**config.mk**
```make
export PLATFORM = sky130hd
export DESIGN_NAME = rv_multicycle_seq_flat
export DESIGN_NICKNAME = d
export VERILOG_FILES = /design/src/rtl/rv_multicycle_seq_if.sv /design/src/rtl/rv_multicycle_seq.sv /design/src/flat_wrapper.sv
export SDC_FILE = /design/constraint.sdc
export NUM_CORES = 1
export LEC_CHECK = 0
export ABC_AREA = 1
export BUFFER_PORTS_ARGS = -buffer_cell sky130_fd_sc_hd__buf_4
export CAP_MARGIN = 10
export CELL_PAD_IN_SITES_DETAIL_PLACEMENT = 2
export CELL_PAD_IN_SITES_GLOBAL_PLACEMENT = 2
export CORE_MARGIN = 1
export CORE_UTILIZATION = 24
export DETAILED_ROUTE_END_ITERATION = 10
export PLACE_DENSITY = 0.74
export SLEW_MARGIN = 20
export SYNTH_ARGS = -nofsm -noshare
export SYNTH_HDL_FRONTEND = slang
export SYNTH_SLANG_ARGS = --single-unit
export TNS_END_PERCENT = 20
```
**constraint.sdc**
```tcl
create_clock -name clk -period 1.64 [get_ports clk]
set_clock_uncertainty 0.05 [all_clocks]
set_input_delay 0.164 -clock clk [delete_from_list [all_inputs] [get_ports clk]]
set_output_delay 0.164 -clock clk [all_outputs]
set_load 0.01 [all_outputs]
```
**src/rtl/rv_multicycle_seq_if.sv**
```systemverilog
// rv_multicycle_seq_if: shared memory port (req/ready handshake; master drives req/we/addr/wdata, slave returns rdata/ready)
interface rv_multicycle_seq_if;
  logic        mem_req;
  logic        mem_we;
  logic [31:0] mem_addr;
  logic [31:0] mem_wdata;
  logic [31:0] mem_rdata;
  logic        mem_ready;
  modport master(output mem_req, mem_we, mem_addr, mem_wdata, input mem_rdata, mem_ready);
  modport slave(input mem_req, mem_we, mem_addr, mem_wdata, output mem_rdata, mem_ready);
endinterface

```
**src/rtl/rv_multicycle_seq.sv**
```systemverilog
// rv_multicycle_seq: multi-cycle RV32I PC/IR/state sequencer (clk/rst, bus=shared mem port, datapath results in, pc/ir/alu_out/mdr/rf_we/halt/trap_cause/counters out)
module rv_multicycle_seq #(
  parameter logic [31:0] RESET_PC = 32'h0000_0000,
  parameter int MEM_TIMEOUT = 255,
  parameter int CNT_W = 32
) (
  input  logic             clk,
  input  logic             rst,
  rv_multicycle_seq_if.master bus,
  input  logic [31:0]      alu_result,
  input  logic [31:0]      store_data,
  input  logic [31:0]      pc_target,
  input  logic             take_branch,
  output logic [31:0]      pc,
  output logic [31:0]      ir,
  output logic [31:0]      alu_out,
  output logic [31:0]      mdr,
  output logic             rf_we,
  output logic             halt,
  output logic [1:0]       trap_cause,
  output logic [CNT_W-1:0] cycle_cnt,
  output logic [CNT_W-1:0] instret_cnt
);
  typedef enum logic [2:0] {IDLE, FETCH, DECODE, EXEC, MEM, WB, TRAP} state_t;
  localparam logic [31:0] TO = MEM_TIMEOUT;
  state_t state, state_nxt;
  logic [31:0] wait_cnt, pc_nxt;
  logic [6:0] op;
  logic is_load, is_store, is_branch, is_jump, legal, timeout, retire;
  assign op = ir[6:0];
  assign is_load = op == 7'b0000011;
  assign is_store = op == 7'b0100011;
  assign is_branch = op == 7'b1100011;
  assign is_jump = op == 7'b1101111 || op == 7'b1100111;
  assign legal = is_load || is_store || is_branch || is_jump || op == 7'b0110011 ||
                 op == 7'b0010011 || op == 7'b0110111 || op == 7'b0010111;
  assign timeout = TO != 32'd0 && bus.mem_req && !bus.mem_ready && wait_cnt == TO - 32'd1;
  assign retire = (state == EXEC && is_branch) || (state == MEM && is_store && bus.mem_ready) || state == WB;
  assign pc_nxt = ((is_branch || is_jump) && take_branch) ? pc_target : pc + 32'd4;
  assign bus.mem_wdata = store_data;
  always_comb begin
    bus.mem_req = state == FETCH || state == MEM;
    bus.mem_we = state == MEM && is_store;
    bus.mem_addr = state == MEM ? alu_out : pc;
    rf_we = state == WB;
    halt = state == TRAP;
    state_nxt = state;
    case (state)
      IDLE:    state_nxt = FETCH;
      FETCH:   state_nxt = timeout ? TRAP : bus.mem_ready ? DECODE : FETCH;
      DECODE:  state_nxt = legal ? EXEC : TRAP;
      EXEC:    state_nxt = (is_load || is_store) ? MEM : WB;
      MEM:     state_nxt = timeout ? TRAP : bus.mem_ready ? WB : MEM;
      WB:      state_nxt = FETCH;
      default: state_nxt = TRAP;
    endcase
    if (retire) state_nxt = pc_nxt[1:0] != 2'b00 ? TRAP : FETCH;
  end
  always_ff @(posedge clk) begin
    if (rst) begin
      state <= IDLE;
      pc <= RESET_PC;
      ir <= '0;
      alu_out <= '0;
      mdr <= '0;
      cycle_cnt <= '0;
      instret_cnt <= '0;
      trap_cause <= '0;
      wait_cnt <= '0;
    end else begin
      state <= state_nxt;
      if (state != TRAP) cycle_cnt <= cycle_cnt + CNT_W'(1);
      wait_cnt <= (bus.mem_req && !bus.mem_ready) ? wait_cnt + 32'd1 : 32'd0;
      if (state == FETCH && bus.mem_ready) ir <= bus.mem_rdata;
      if (state == EXEC) alu_out <= alu_result;
      if (state == MEM && is_load && bus.mem_ready) mdr <= bus.mem_rdata;
      if (retire) begin
        pc <= pc_nxt;
        instret_cnt <= instret_cnt + CNT_W'(1);
      end
      if (state_nxt == TRAP && state != TRAP)
        trap_cause <= state == DECODE ? 2'd1 : timeout ? 2'd2 : 2'd3;
    end
  end
endmodule

```
**src/flat_wrapper.sv**
```systemverilog
// flat-port wrapper written by rule: the top's interface ports become plain ports
module rv_multicycle_seq_flat 
#(
  parameter logic [31:0] RESET_PC = 32'h0000_0000,
  parameter int MEM_TIMEOUT = 255,
  parameter int CNT_W = 32
)
  (clk, rst, alu_result, store_data, pc_target, take_branch, pc, ir, alu_out, mdr, rf_we, halt, trap_cause, cycle_cnt, instret_cnt, bus_mem_req, bus_mem_we, bus_mem_addr, bus_mem_wdata, bus_mem_rdata, bus_mem_ready);
  rv_multicycle_seq_if bus_i ();
  input  logic clk;
  input  logic rst;
  input  logic [31:0] alu_result;
  input  logic [31:0] store_data;
  input  logic [31:0] pc_target;
  input  logic take_branch;
  output logic [31:0] pc;
  output logic [31:0] ir;
  output logic [31:0] alu_out;
  output logic [31:0] mdr;
  output logic rf_we;
  output logic halt;
  output logic [1:0] trap_cause;
  output logic [CNT_W-1:0] cycle_cnt;
  output logic [CNT_W-1:0] instret_cnt;
  output wire logic [$bits(bus_i.mem_req)-1:0] bus_mem_req;
  output wire logic [$bits(bus_i.mem_we)-1:0] bus_mem_we;
  output wire logic [$bits(bus_i.mem_addr)-1:0] bus_mem_addr;
  output wire logic [$bits(bus_i.mem_wdata)-1:0] bus_mem_wdata;
  input wire logic [$bits(bus_i.mem_rdata)-1:0] bus_mem_rdata;
  input wire logic [$bits(bus_i.mem_ready)-1:0] bus_mem_ready;
  assign bus_mem_req = bus_i.mem_req;
  assign bus_mem_we = bus_i.mem_we;
  assign bus_mem_addr = bus_i.mem_addr;
  assign bus_mem_wdata = bus_i.mem_wdata;
  assign bus_i.mem_rdata = bus_mem_rdata;
  assign bus_i.mem_ready = bus_mem_ready;
  rv_multicycle_seq #(.RESET_PC(RESET_PC), .MEM_TIMEOUT(MEM_TIMEOUT), .CNT_W(CNT_W)) u_core (.clk(clk), .rst(rst), .bus(bus_i), .alu_result(alu_result), .store_data(store_data), .pc_target(pc_target), .take_branch(take_branch), .pc(pc), .ir(ir), .alu_out(alu_out), .mdr(mdr), .rf_we(rf_we), .halt(halt), .trap_cause(trap_cause), .cycle_cnt(cycle_cnt), .instret_cnt(instret_cnt));
endmodule
```
## After elaboration in Yosys (flattened, before gate mapping)

Index checks and enable logic that the tools add are counted.

- $add $sub $neg: 4
- $mul: 0
- Div/mod/pow operators: 0
- $lt $le $gt $ge: 0
- Eq/ne operators: 18
- Shift-type cells: 0
- Muxes and demuxes: 13
- Bitwise logic cells: 1
- Reduce and logical (&&, ||, !) cells: 27

Operators by type and width:

| cell | count |
|---|---|
| adder 32 x 1 -> 32 bit, second input constant | 3 |
| two-way mux 32 bit | 2 |
| adder 32 x 3 -> 32 bit, second input constant | 1 |
| == test 32 x 8 -> 1 bit, second input constant | 1 |
| == test 7 x 6 -> 1 bit, second input constant | 3 |
| == test 7 bit, second input constant | 3 |
| two-way mux 3 bit | 5 |
| case mux 3 bit (5 select lines) | 1 |
| == test 7 x 5 -> 1 bit, second input constant | 2 |
| == test 3 bit, second input constant | 4 |
| logical OR 1 bit | 12 |
| logical AND 1 bit | 10 |
| == test 7 x 2 -> 1 bit, second input constant | 1 |
| == test 3 x 2 -> 1 bit, second input constant | 2 |
| two-way mux 2 bit | 2 |
| OR reduction 2 bit | 2 |
| == test 3 x 1 -> 1 bit, second input constant | 1 |
| logical NOT 3 bit | 1 |
| two-way mux 1 bit | 3 |
| inequality test 3 bit, second input constant | 1 |
| nonzero test 2 bit | 1 |
| logical NOT 1 bit | 1 |
| NOT 1 bit | 1 |

- Register bits after elaboration: 229
- Bits in latches: 0
- Memory bits (writable): 0
- Memory bits (read-only): 0
- Output and inout port bits: 262
- Logic and storage cells: 72
- Memories: 0

## Depth between registers and ports, before layout

- Depth after elaboration: 13
- Mapped depth: 13
- Gate-level depth less buffers: 13

## Worst setup path before layout

OpenSTA, ideal clock, no wires.

- Kind: flip-flop to flip-flop
- Start: register u_core.cycle_cnt[0]
- End: register u_core.cycle_cnt[28]
- Library setup time: 0.119 ns
- Data arrival time: 1.623 ns
- Slack: -0.153 ns
- Stages on the path, launching flop included: 11
- Path buffers: 0
- Cell sequence: dfxtp_1 -> ha_1 -> nand2_1 -> nor2_1 -> nand3_2 -> nor2_2 -> nand2_1 -> nor2_2 -> nand4_1 -> o21ai_0 -> a21oi_1

- Word-level cells in the longest chain between the ends: 1

Ends and longest elaborated chain:

| element | RTL line | text |
|---|---|---|
| from (decl) | rv_multicycle_seq.sv:21 | `output logic [CNT_W-1:0] cycle_cnt,` |
| from (signal assigned) | rv_multicycle_seq.sv:72 | `if (state != TRAP) cycle_cnt <= cycle_cnt + CNT_W'(1);` |
| adder 32 x 1 -> 32 bit | rv_multicycle_seq.sv:72 |  |

Every way passes these cells.
A chain may end at the register's enable or synchronous reset.

## Worst setup path in the final report

- Start: register u_core.state[1]
- End: output port bus_mem_addr[28]

- Word-level cells in the longest chain between the ends: 2

Ends and longest elaborated chain:

| element | RTL line | text |
|---|---|---|
| from (decl) | rv_multicycle_seq.sv:26 | `state_t state, state_nxt;` |
| from (signal assigned) | rv_multicycle_seq.sv:71 | `state <= state_nxt;` |
| == test 3 bit | rv_multicycle_seq.sv:44 | `bus.mem_addr = state == MEM ? alu_out : pc;` |
| two-way mux 32 bit | rv_multicycle_seq.sv:44 |  |
| to (decl) | flat_wrapper.sv:27 | `output wire logic [$bits(bus_i.mem_addr)-1:0] bus_mem_addr;` |

Every way passes these cells.

==> impl_metrics.tcl <==
set metrics [dict create \
    outcome "finished with violations" \
    violations "setup timing" \
    grt_pass1_vias 16835 \
    routed_wirelength_um 71900 \
    floorplan.die_area_um2 49800 \
    p_leak_nw 8.79 \
    postRouteAntennaNets 0 \
    fin_setup_tns_ns -63.65 \
    fmaxAchievable_mhz 459 \
    multi_input_logic_area_um2 6900 \
    clock_latency_ns 0.61 \
    synth_area_leaders "dfxtp_1 (39%), nand2_1 (12%), nor2_1 (9.1%)" \
    crit_arrival_ns 1.96 \
    drt_drc_violations_left 0 \
    crit_path_end_kind "output pin" \
    htreeDepth 1 \
    critical_path.max_stage_delay_ns 0.36 \
    worst_r2r_startpoint "u_core.state[0]" \
    yosys.area.top_type_share 0.390 \
    synth.cell_area_um2 11700 \
    ctsRootBufferMaster "clkbuf_16" \
    syn2layout_area_growth_pct 72.5 \
    seq_area_frac_synth 0.390 \
    hold_start "rst" \
    vdd_drop_max_mv 0.832 \
    period_share 1.33 \
    numPlacedInstances 2851 \
    drv.max_cap_violation_count 0 \
    synth_cell_type_count 41 \
    timing.rr.end "u_core.trap_cause[0]" \
    hpwl_um 44700 \
    number_of_antenna_violations_at_the_first_check_in_global_routing 6 \
    timing.final.crit_period_ns 2.18 \
    cts_tree "done" \
    start_util 0.244 \
    worst_ep_required_time_ns 1.43 \
    min-delay-path-class "in2reg" \
    cts-root-to-sink-buffers 3 \
    grt_first_pass_wirelength_um 99300 \
    unrepaired_setup_endpoints_after_global_routing "yes" \
    gr-total-overflow 0 \
    synth_flop_cell "dfxtp_1" \
    final_cell_count_no_fill 3053 \
    drt_first_pass_iters 5 \
    routed_wire_length_per_instance_um 23.6 \
    cp_cell_instances "nor2_4 > nand2_2 > buf_12 > clkinv_16 > buf_16 > nand2_1 > o21ai_0 > buf_4" \
    worst_hold_path.num_cells 5 \
    drt_first_iter_violations 579 \
    worst_margin_slew_ns 0.605 \
    async_reset_ff_frac 0 \
    crit_fanout 7 \
    drive_above_1_share 0.379 \
    nNetsFinal 2546 \
    critPathKind "reg2out" \
    die-width_um 223 \
    largest_net_degree_at_the_start_of_global_routing 74 \
    worst_slew_slack_as_a_fraction_of_its_limit 0.596 \
    top_level_ports 394 \
    via_density_per_instance 5.00 \
    timing_max_transition_violations_final 0 \
    clock_pin_slew_on_the_worst_setup_and_hold_paths_ns 0.06 \
    die_height_um 223 \
    floorplan.core_area_um2 48000 \
    power_density_nw_per_um2 1060 \
    yosysWarnings 0 \
    numCtsBuffers 31 \
    crit_slowest_cell "dfxtp_4" \
    worst_hold_path.endpoint "u_core.wait_cnt[31]" \
    setup_viol_count_final 251 \
    edff_count_synth 0 \
    rrSetupSlack_ns -0.43 \
    gp_congestion 0.890 \
    worstSetupStartpointType "flip-flop" \
    synth-seq-cells 229 \
    fin_ws_ns -0.539 \
    regArea_um2 4620 \
    post_synth.cell_area_avg_um2 6.69 \
    synth.net_count 1893 \
    hold_violations 0 \
    timing.reg2reg.worst_path_depth 13 \
    num_vias 15265 \
    numClockSinks 229 \
    synth.largest_area_cell "dfxtp_1" \
    pre_cts_ws_ns -0.249 \
    grt.total_usage 0.255 \
    numPortBuffers 329 \
    n_fill_cell 5445 \
    postSynthCellCount 1756 \
    row_count 80 \
]
-- final cells by class --
class,count,share of cell area
Antenna cell,5,0.000618
Clock buffer,44,0.0432
Sequential cell,229,0.228
Clock inverter,13,0.00797
Multi-Input combinational cell,1263,0.341
Tap cell,615,0.0380
Inverter,160,0.0327
Timing Repair Buffer,724,0.309
-- cells by family after synthesis --
| family | share of synthesized area |
|---|---|
| AOI/OAI and AO/OA | 0.129 |
| xor gates and xnor gates | 0.0313 |
| adders and majority gates | 0.00533 |
| buffers and inverters | 0.0985 |
| DFF | 0.390 |
| and+or+nand+nor | 0.346 |
-- through the flow --
stage          power [W]  area, µm²  utilization  hold WS (ns)
2_1_floorplan    0.00881      11800            -         0.249
3_3_place_gp      0.0117      16600        0.345         0.278
3_5_place_dp      0.0119      16600        0.345         0.278
4_1_cts           0.0202      19200        0.400        0.0120
5_1_grt           0.0222      20300        0.422        0.0783
6_report          0.0215      20300        0.422        0.0605
-- synthesized netlist by cell type (12+ instances only) --
cell type	count
nand2_1	360
nor2_1	285
dfxtp_1	229
o21ai_0	166
inv_1	148
nor3_1	103
a21oi_1	95
nand3_1	63
clkbuf_1	49
buf_4	40
nor4_1	38
xor2_1	28
nand4_1	25
a31oi_1	17
xnor2_1	14
buf_2	12
-- worst max-delay path, delay by kind of cell, from the launching register on --
kind	cells	cell delay, ns
buf+inv	4	0.55
flops	1	0.36
simple gates	3	0.31
compound gates	1	0.12
-- worst max path at each step --
stage,start,to,slack (ns),cells after the start
3_5_place_dp,u_core.state[0],u_core.ir[12],-0.25,9
2_1_floorplan,u_core.cycle_cnt[0],u_core.cycle_cnt[28],-0.03,10
6_report,u_core.state[1],bus_mem_addr[28],-0.54,8
3_3_place_gp,u_core.state[0],u_core.ir[13],-0.13,9
4_1_cts,u_core.state[0],bus_mem_addr[31],-0.49,9
5_1_grt,u_core.state[1],bus_mem_addr[28],-0.61,8
-- sequential cells by signal (all words and copies together) (netlist names) --
register and count:
u_core.pc 32, u_core.instret_cnt 32, u_core.ir 32, u_core.alu_out 32, u_core.cycle_cnt 32, u_core.trap_cause 2, u_core.mdr 32, u_core.state 3
u_core.wait_cnt 32
-- cell usage in the layout (no fill, tap or decap), types with 33 or more instances in the layout --
master	Yosys	layout
a21oi_1	95	83
inv_1	148	141
o21ai_2	0	33
dfxtp_1	229	209
nor3_1	103	69
nand3_1	63	59
buf_4	40	558
nand2_1	360	323
clkbuf_16	0	38
nor2_1	285	253
o21ai_1	5	38
buf_6	0	39
dlygate4sd3_1	0	97
o21ai_0	166	98
-- per-layer routing --
metal	up-vias	track usage	wire [µm]	part of all wire
met5	-	0	13	0.00018
met4	2	0.0774	2590	0.036
met3	146	0.0414	2990	0.042
met2	387	0.482	37600	0.52
met1	7679	0.289	28700	0.40
li1	7051	-	-	-
-- power by group --
| part | internal (W) | leakage (nW) | switching (W) |
|---|---|---|---|
| sequential | 0.00615 | 1.86 | 0.000598 |
| combinational | 0.00341 | 6.42 | 0.00419 |
| clock | 0.00418 | 0.512 | 0.00293 |
-- timing repair --
item / CTS / global route
setup endpoints to repair: 195 / 249
hold endpoints to repair: 131 / 0
gates resized for setup: 189 / 190
hold buffers: 97 / 0
buffers inserted: 13 / 23
cloned: 3 / 7
pin swaps: 30 / 45
Power figures use the tool's default switching activity.
